File: src/rtl/nonce_search_ctrl_if.sv
// rtl/nonce_search_ctrl_if.sv - host, hash-unit and result signals of the nonce search controller
//
// Purpose: bundles every non-clock signal of nonce_search_ctrl.
// Ports (signals):
//   start_i, base_nonce_i, difficulty_i, max_attempts_i  search request, latched on start
//   abort_i, result_ack_i                                  cancel / result acknowledge
//   hash_nonce_o, hash_valid_o, hash_digest_i              combinational hash unit link
//   busy_o, done_o, found_o, result_nonce_o,
//   result_digest_o, attempts_o                            search status and result
// Modports: slave = the controller, master = host plus hash unit.
interface nonce_search_ctrl_if #(
  parameter int CNT_W  = 32,
  parameter int DIFF_W = 9
);
  logic              start_i;
  logic [255:0]      base_nonce_i;
  logic [DIFF_W-1:0] difficulty_i;
  logic [CNT_W-1:0]  max_attempts_i;
  logic              abort_i;
  logic              result_ack_i;
  logic [255:0]      hash_nonce_o;
  logic              hash_valid_o;
  logic [255:0]      hash_digest_i;
  logic              busy_o;
  logic              done_o;
  logic              found_o;
  logic [255:0]      result_nonce_o;
  logic [255:0]      result_digest_o;
  logic [CNT_W-1:0]  attempts_o;

  modport slave (
    input  start_i, base_nonce_i, difficulty_i, max_attempts_i, abort_i, result_ack_i,
    input  hash_digest_i,
    output hash_nonce_o, hash_valid_o, busy_o, done_o, found_o,
    output result_nonce_o, result_digest_o, attempts_o
  );

  modport master (
    output start_i, base_nonce_i, difficulty_i, max_attempts_i, abort_i, result_ack_i,
    output hash_digest_i,
    input  hash_nonce_o, hash_valid_o, busy_o, done_o, found_o,
    input  result_nonce_o, result_digest_o, attempts_o
  );
endinterface

File: src/rtl/nonce_search_ctrl.sv
// rtl/nonce_search_ctrl.sv - sequential nonce issuer and leading-zero difficulty checker
//
// Purpose: issues base, base+1, ... to a combinational SHA-256 unit, one per clock,
// registers each nonce/digest pair and reports the first digest meeting the
// leading-zero target (or budget exhaustion) through done/ack.
// Ports:
//   clk    rising-edge clock
//   rst_n  asynchronous active-low reset
//   bus    nonce_search_ctrl_if.slave (request, hash link, result)
module nonce_search_ctrl #(
  parameter int CNT_W  = 32,
  parameter int DIFF_W = 9
) (
  input  logic                 clk,
  input  logic                 rst_n,
  nonce_search_ctrl_if.slave   bus
);

  typedef enum logic [1:0] {IDLE, SEARCH, DRAIN, DONE} state_t;

  state_t           state;
  logic [255:0]     base_q;
  logic [8:0]       diff_q;
  logic [CNT_W-1:0] budget_q;
  logic [CNT_W-1:0] issue_cnt;
  logic             issue_q;
  logic [255:0]     nonce_q;
  logic [255:0]     digest_q;
  logic             v1;

  logic [31:0]      diff_ext;
  logic [8:0]       diff_clamped;
  logic [255:0]     zero_mask;
  logic             hit;
  logic [255:0]     nonce_off;
  logic [CNT_W-1:0] hit_attempts;

  always_comb begin
    diff_ext     = 32'(bus.difficulty_i);
    diff_clamped = (diff_ext > 32'd256) ? 9'd256 : diff_ext[8:0];
    // Ones over the top diff_q bits; a shift by 256 leaves a full mask.
    zero_mask    = ~({256{1'b1}} >> diff_q);
    hit          = v1 && ((digest_q & zero_mask) == '0);
    nonce_off    = nonce_q - base_q;
    hit_attempts = nonce_off[CNT_W-1:0] + CNT_W'(1);
  end

  // A hit found this cycle suppresses the candidate currently on the bus, so
  // nothing past the winner is ever presented as live.
  assign bus.hash_valid_o = issue_q & ~hit;
  assign bus.busy_o       = (state == SEARCH) || (state == DRAIN);

  always_ff @(posedge clk or negedge rst_n) begin
    if (!rst_n) begin
      state               <= IDLE;
      base_q              <= '0;
      diff_q              <= '0;
      budget_q            <= '0;
      issue_cnt           <= '0;
      issue_q             <= 1'b0;
      nonce_q             <= '0;
      digest_q            <= '0;
      v1                  <= 1'b0;
      bus.hash_nonce_o    <= '0;
      bus.done_o          <= 1'b0;
      bus.found_o         <= 1'b0;
      bus.result_nonce_o  <= '0;
      bus.result_digest_o <= '0;
      bus.attempts_o      <= '0;
    end else begin
      nonce_q  <= bus.hash_nonce_o;
      digest_q <= bus.hash_digest_i;
      v1       <= bus.hash_valid_o;

      if (bus.abort_i) begin
        state               <= IDLE;
        issue_q             <= 1'b0;
        v1                  <= 1'b0;
        bus.hash_nonce_o    <= '0;
        bus.done_o          <= 1'b0;
        bus.found_o         <= 1'b0;
        bus.result_nonce_o  <= '0;
        bus.result_digest_o <= '0;
        bus.attempts_o      <= '0;
      end else begin
        case (state)
          IDLE: begin
            if (bus.start_i) begin
              base_q              <= bus.base_nonce_i;
              diff_q              <= diff_clamped;
              budget_q            <= bus.max_attempts_i;
              issue_cnt           <= '0;
              bus.attempts_o      <= '0;
              bus.found_o         <= 1'b0;
              bus.result_nonce_o  <= '0;
              bus.result_digest_o <= '0;
              if (bus.max_attempts_i == '0) begin
                state      <= DONE;
                bus.done_o <= 1'b1;
              end else begin
                state            <= SEARCH;
                issue_q          <= 1'b1;
                bus.hash_nonce_o <= bus.base_nonce_i;
              end
            end
          end

          SEARCH, DRAIN: begin
            if (hit) begin
              state               <= DONE;
              issue_q             <= 1'b0;
              v1                  <= 1'b0;
              bus.done_o          <= 1'b1;
              bus.found_o         <= 1'b1;
              bus.result_nonce_o  <= nonce_q;
              bus.result_digest_o <= digest_q;
              bus.attempts_o      <= hit_attempts;
            end else if (state == SEARCH) begin
              issue_cnt <= issue_cnt + CNT_W'(1);
              if (issue_cnt + CNT_W'(1) == budget_q) begin
                state   <= DRAIN;
                issue_q <= 1'b0;
              end else begin
                bus.hash_nonce_o <= bus.hash_nonce_o + 256'd1;
              end
            end else if (!v1) begin
              // Last candidate has left stage 1 without hitting.
              state          <= DONE;
              bus.done_o     <= 1'b1;
              bus.found_o    <= 1'b0;
              bus.attempts_o <= budget_q;
            end
          end

          DONE: begin
            if (bus.result_ack_i) begin
              state       <= IDLE;
              bus.done_o  <= 1'b0;
              bus.found_o <= 1'b0;
            end
          end

          default: state <= IDLE;
        endcase
      end
    end
  end

endmodule

File: src/flat_wrapper.sv
// flat-port wrapper written by rule: the top's interface ports become plain ports
module nonce_search_ctrl_flat 
#(
  parameter int CNT_W  = 32,
  parameter int DIFF_W = 9
)
  (clk, rst_n, bus_start_i, bus_base_nonce_i, bus_difficulty_i, bus_max_attempts_i, bus_abort_i, bus_result_ack_i, bus_hash_digest_i, bus_hash_nonce_o, bus_hash_valid_o, bus_busy_o, bus_done_o, bus_found_o, bus_result_nonce_o, bus_result_digest_o, bus_attempts_o);
  nonce_search_ctrl_if #(.CNT_W(CNT_W), .DIFF_W(DIFF_W)) bus_i ();
  input  logic clk;
  input  logic rst_n;
  input wire logic [$bits(bus_i.start_i)-1:0] bus_start_i;
  input wire logic [$bits(bus_i.base_nonce_i)-1:0] bus_base_nonce_i;
  input wire logic [$bits(bus_i.difficulty_i)-1:0] bus_difficulty_i;
  input wire logic [$bits(bus_i.max_attempts_i)-1:0] bus_max_attempts_i;
  input wire logic [$bits(bus_i.abort_i)-1:0] bus_abort_i;
  input wire logic [$bits(bus_i.result_ack_i)-1:0] bus_result_ack_i;
  input wire logic [$bits(bus_i.hash_digest_i)-1:0] bus_hash_digest_i;
  output wire logic [$bits(bus_i.hash_nonce_o)-1:0] bus_hash_nonce_o;
  output wire logic [$bits(bus_i.hash_valid_o)-1:0] bus_hash_valid_o;
  output wire logic [$bits(bus_i.busy_o)-1:0] bus_busy_o;
  output wire logic [$bits(bus_i.done_o)-1:0] bus_done_o;
  output wire logic [$bits(bus_i.found_o)-1:0] bus_found_o;
  output wire logic [$bits(bus_i.result_nonce_o)-1:0] bus_result_nonce_o;
  output wire logic [$bits(bus_i.result_digest_o)-1:0] bus_result_digest_o;
  output wire logic [$bits(bus_i.attempts_o)-1:0] bus_attempts_o;
  assign bus_i.start_i = bus_start_i;
  assign bus_i.base_nonce_i = bus_base_nonce_i;
  assign bus_i.difficulty_i = bus_difficulty_i;
  assign bus_i.max_attempts_i = bus_max_attempts_i;
  assign bus_i.abort_i = bus_abort_i;
  assign bus_i.result_ack_i = bus_result_ack_i;
  assign bus_i.hash_digest_i = bus_hash_digest_i;
  assign bus_hash_nonce_o = bus_i.hash_nonce_o;
  assign bus_hash_valid_o = bus_i.hash_valid_o;
  assign bus_busy_o = bus_i.busy_o;
  assign bus_done_o = bus_i.done_o;
  assign bus_found_o = bus_i.found_o;
  assign bus_result_nonce_o = bus_i.result_nonce_o;
  assign bus_result_digest_o = bus_i.result_digest_o;
  assign bus_attempts_o = bus_i.attempts_o;
  nonce_search_ctrl #(.CNT_W(CNT_W), .DIFF_W(DIFF_W)) u_core (.clk(clk), .rst_n(rst_n), .bus(bus_i));
endmodule
File: config.mk
export PLATFORM = sky130hd
export DESIGN_NAME = nonce_search_ctrl_flat
export DESIGN_NICKNAME = d
export VERILOG_FILES = /design/src/rtl/nonce_search_ctrl_if.sv /design/src/rtl/nonce_search_ctrl.sv /design/src/flat_wrapper.sv
export SDC_FILE = /design/constraint.sdc
export NUM_CORES = 2
export LEC_CHECK = 0
export ABC_AREA = 1
export BUFFER_PORTS_ARGS = -buffer_cell sky130_fd_sc_hd__buf_2
export CAP_MARGIN = 40
export CORE_AREA = 2 2 535 537
export DETAILED_ROUTE_END_ITERATION = 10
export DIE_AREA = 0 0 537 539
export PLACE_DENSITY_LB_ADDON = 0.2
export SLEW_MARGIN = 0
export SYNTH_ARGS = -nofsm -noshare
export SYNTH_HDL_FRONTEND = slang
export SYNTH_SLANG_ARGS = --single-unit
File: constraint.sdc
create_clock -name clk -period 3.2 [get_ports clk]
set_input_delay 0.32 -clock clk [delete_from_list [all_inputs] [get_ports clk]]
set_output_delay 0.32 -clock clk [all_outputs]
set_load 0.02 [all_outputs]
==> key figures <==
Status
  • Outcome: finished, violations left
  • Failing checks: slew limit, setup timing

STA
  • Slew headroom: -0.0257
  • Measured slew at the worst slew-check pin: 1.54 ns
  • Slew Limit Fails: 48
  • Fmax: roughly 240 MHz
  • Worst Skew: around 0.050 ns
  • Tcrit/Tclk final: 1.32
  • RSZ-0062 raised after global routing: true
  • Final Hold Vio Count: 0
  • Fin Setup TNS: -449.80 ns
  • Tmin final: roughly 4.2 ns
  • Final setup viols: approximately 840
  • Final worst slack: -1.02 ns

Synthesis
  • Synth Area in Simple Gates: 0.335
  • Syn. warnings: 0
  • Syn_nets: between 9000 and 10000
  • Number of enable flip-flop cells after synthesis: 0
  • Multiplexer area fraction after synthesis: 0
  • Synth async-reset ratio: 1.00
  • Post-synthesis adder-cell area fraction: 0.0125
  • Gate Count Post-Synth: approximately 9000
  • Flops & latches, synth: about 1400
  • Avg Inst Size Synth: between 7 and 8 um^2
  • Combinational family with the most area after synthesis: simple AND/OR/NAND/NOR gates
  • Count of unique library cells instantiated by Yosys: 47
  • XOR/XNOR Fraction of Synth Area: 0.0217
  • Mapped cell area: around 70000 um^2
  • Seq/Total Area, Yosys: 0.512
  • Synth Area in Compound Gates: 0.0569
  • Primary FF master, synth: dfrtp_1

Floorplan
  • Core footprint: between 200000 and 300000 um^2
  • Initial core utilization: 0.245
  • Die W: about 540 um
  • IO Pins: approximately 1400
  • # rows: approximately 200
  • Die ar.: slightly below 300000 um^2
  • DIE HEIGHT: approximately 540 um

Routing
  • DRC Markers: 0
  • Antenna-violating nets left: 0
  • Routed vias: ~79000
  • Drt first pass iters: 8
  • WL final: between 400000 and 500000 um
  • Vias per cell: a little under 5
  • DR iter-0 viols: roughly 6600
  • Per-cell routed wire length: approximately 29 um

Placement
  • Hpwl dp: approximately 370000 um
  • Number of port buffers: around 1400
  • RePlAce Congestion: approximately 1.0

Worst setup path
  • Bufs and invs on worst path: 8
  • CP startpoint kind: register
  • Arr. time, crit path: 3.90 ns
  • Crit path cell chain: buf_12, nand2_4, nor2_2, nand2_1, nand2_2, buf_12, o21ai_1, nand3_1, buf_4, nor3_1, nand3_1, nor2_4, buf_12, nand2_4, buf_6, buf_6, inv_4, nor2_4, buf_6
  • CP endpoint kind: primary output
  • Max incr delay on CP: 0.46 ns
  • CP top delay family: simple AND/OR/NAND/NOR gates
  • CP Data Required Time: 2.88 ns
  • Critical-path maximum fanout: 7
  • CP max-delay cell: dfrtp_2
  • Setup CP Type: register to primary output

CTS
  • Clock sinks: 1423
  • CTS tree: done
  • H-tree lvl count: 4
  • Root buffer cell: clkbuf_16
  • Clock slew at reported path FFs: 0.06 ns
  • Clock Tree Buf Depth: 4
  • Clk Latency, worst-skew pair: 0.88 ns
  • Num CTS Buffers: 179

Global route
  • Initial antenna violation count: 48
  • GRT Util Overall: 0.311
  • Global route overflow: 0
  • First-pass GRT wire length: about 640000 um
  • Largest net degree at the start of global routing: 140
  • Vias in the first global route: around 80000

Pwr
  • Pwr Total: between 80 and 90 mW
  • VDD IR max: a little under 0.9 mV
  • LEAKAGE: around 56 nW
  • Pwr/cell area: about 820 nW/um^2

Final layout
  • Number of fill cells: between 20000 and 30000
  • Layout Nets: roughly 13000
  • Share of cells above drive strength 1: 0.298
  • Area delta synth->final: 54.6%

Flow run
  • Max-Cap Viols: 0

Hold path
  • Worst hold path type: input port to register
layout by cell type, fill, tap and decap left out, types with 45 or more instances in the layout:
master,count
nand4_1,276
dfrtp_1,1417
dlygate4sd3_1,553
inv_1,644
nand2_4,60
nor3_1,171
nand2_2,199
buf_2,1359
o21ai_0,365
clkbuf_16,200
nand3_1,841
nand3_2,133
o21ai_1,45
nor2_1,805
buf_4,1303
xor2_1,94
xnor2_1,73
nand2_1,2944
a21oi_1,264
ha_1,67
buf_12,130
power by group:
group	internal (mW)	leakage (nW)	switching, mW
logic	15.7	33.8	26.0
registers	21.1	18.8	3.22
clock network	12.8	3.03	8.92
worst reg2reg max path, cell delays in order, from the launching register on:
cell	delay, ns
dfrtp_2	0.46
buf_12	0.17
nand2_4	0.12
nor2_2	0.07
nand2_1	0.07
nand2_2	0.10
buf_12	0.15
o21ai_1	0.27
nand3_1	0.20
buf_4	0.17
nor3_1	0.19
nand3_1	0.15
nor2_4	0.26
buf_12	0.15
nand2_4	0.04
buf_6	0.11
buf_4	0.12
buf_6	0.11
nand3_4	0.09
nand2_8	0.09
buf_12	0.18
buf_16	0.16
buf_12	0.14
buf_16	0.14
nand3_2	0.05
nand2_1	0.06
final timing paths:
check / startpoint / to / slack, ns / cells past startpoint
max: u_core.diff_q[2] / bus_hash_valid_o / -1.02 / 19
min: bus_difficulty_i[4] / u_core.diff_q[4] / 0.07 / 3
max reg2reg: u_core.diff_q[2] / u_core.bus.hash_nonce_o[25] / -0.76 / 25
min reg2reg: u_core.bus.result_nonce_o[115] / u_core.bus.result_nonce_o[115] / 0.46 / 2
max in group asynchronous: rst_n / u_core.bus.result_nonce_o[36] / 1.92 / 5
min in group asynchronous: rst_n / u_core.bus.result_nonce_o[109] / 0.24 / 3
area by class of cell:
| cell class | count | area [um^2] | share of cell area |
|---|---|---|---|
| inverters | 664 | 2520 | 0.0235 |
| repair buffers | 3458 | 26900 | 0.250 |
| well taps | 3762 | 4710 | 0.0438 |
| flip-flops and latches | 1423 | 35600 | 0.331 |
| clock inverters | 79 | 1060 | 0.00983 |
| clock buffers | 242 | 5100 | 0.0474 |
| multi-input cells | 6551 | 31600 | 0.294 |
| diodes | 21 | 52.6 | 0.000489 |
timing repair:
item / CTS / global route
resized for setup: 232 / 501
hold buffers: 553 / 0
cloned: 42 / 19
pin swaps: 38 / 240
endpoints found under the setup margin: 839 / 839
endpoints found under the hold margin: 1343 / 0
setup buffers: 61 / 34
routing by layer:
layer	vias to the layer above	wire length, um	track usage
met5	-	80	0
met1	38900	185000	0.377
met4	12	31900	0.168
li1	35700	-	-
met2	3307	222000	0.527
met3	817	28200	0.0492
state kept, by name, summed over array words and instances, names as in the netlist, 256 cells and up:
register,flops
u_core.nonce_q,256
u_core.digest_q,256
u_core.bus.hash_nonce_o,256
u_core.bus.result_nonce_o,256
u_core.bus.result_digest_o,256
metrics by stage:
stage               cell area (um^2)  cells  hold slack (ns)  setup slack (ns)  utilization
global placement               91200  15200            0.222             -1.12        0.321
global route                  108000  16200           0.0175             -1.17        0.379
detailed placement             91200  15200            0.220             -1.04        0.321
finish                        108000  16200           0.0730             -1.02        0.379
floorplan                      69600   9035           0.0244             0.381            -
CTS                           106000  16200          0.00313             -1.15        0.372
logic make-up (layout without fill, tap and decap cells):
| family | after synthesis | in the layout |
|---|---|---|
| buffers and inverters | 1061 | 4443 |
| other | 0 | 21 |
| AOI/OAI and AO/OA | 755 | 755 |
| DFF | 1423 | 1423 |
| and+or+nand+nor | 5558 | 5558 |
| xor gates and xnor gates | 169 | 169 |
| adders and majority gates | 69 | 69 |
synthesized netlist by cell type, types with 9 or more instances:
| cell | n | area [um^2] |
|---|---|---|
| buf_4 | 25 | 188 |
| nand4_1 | 276 | 1730 |
| o21bai_1 | 12 | 90.1 |
| nand2_1 | 3203 | 12000 |
| buf_6 | 9 | 101 |
| o21ai_1 | 41 | 205 |
| inv_1 | 652 | 2450 |
| nor3_1 | 171 | 856 |
| nor2_1 | 838 | 3150 |
| buf_2 | 157 | 786 |
| dfrtp_1 | 1423 | 35600 |
| a32o_1 | 11 | 110 |
| or2_2 | 18 | 113 |
| xor2_1 | 94 | 823 |
| inv_2 | 9 | 33.8 |
| o22ai_1 | 19 | 119 |
| buf_1 | 31 | 116 |
| o21ai_0 | 379 | 1900 |
| clkbuf_1 | 175 | 657 |
| nand3b_1 | 13 | 97.6 |
| a21oi_1 | 266 | 1330 |
| a21o_1 | 11 | 82.6 |
| nor4_1 | 34 | 213 |
| xnor2_1 | 73 | 639 |
| nand3_1 | 982 | 4910 |
| ha_1 | 68 | 851 |
Power figures use the tool's default switching activity.
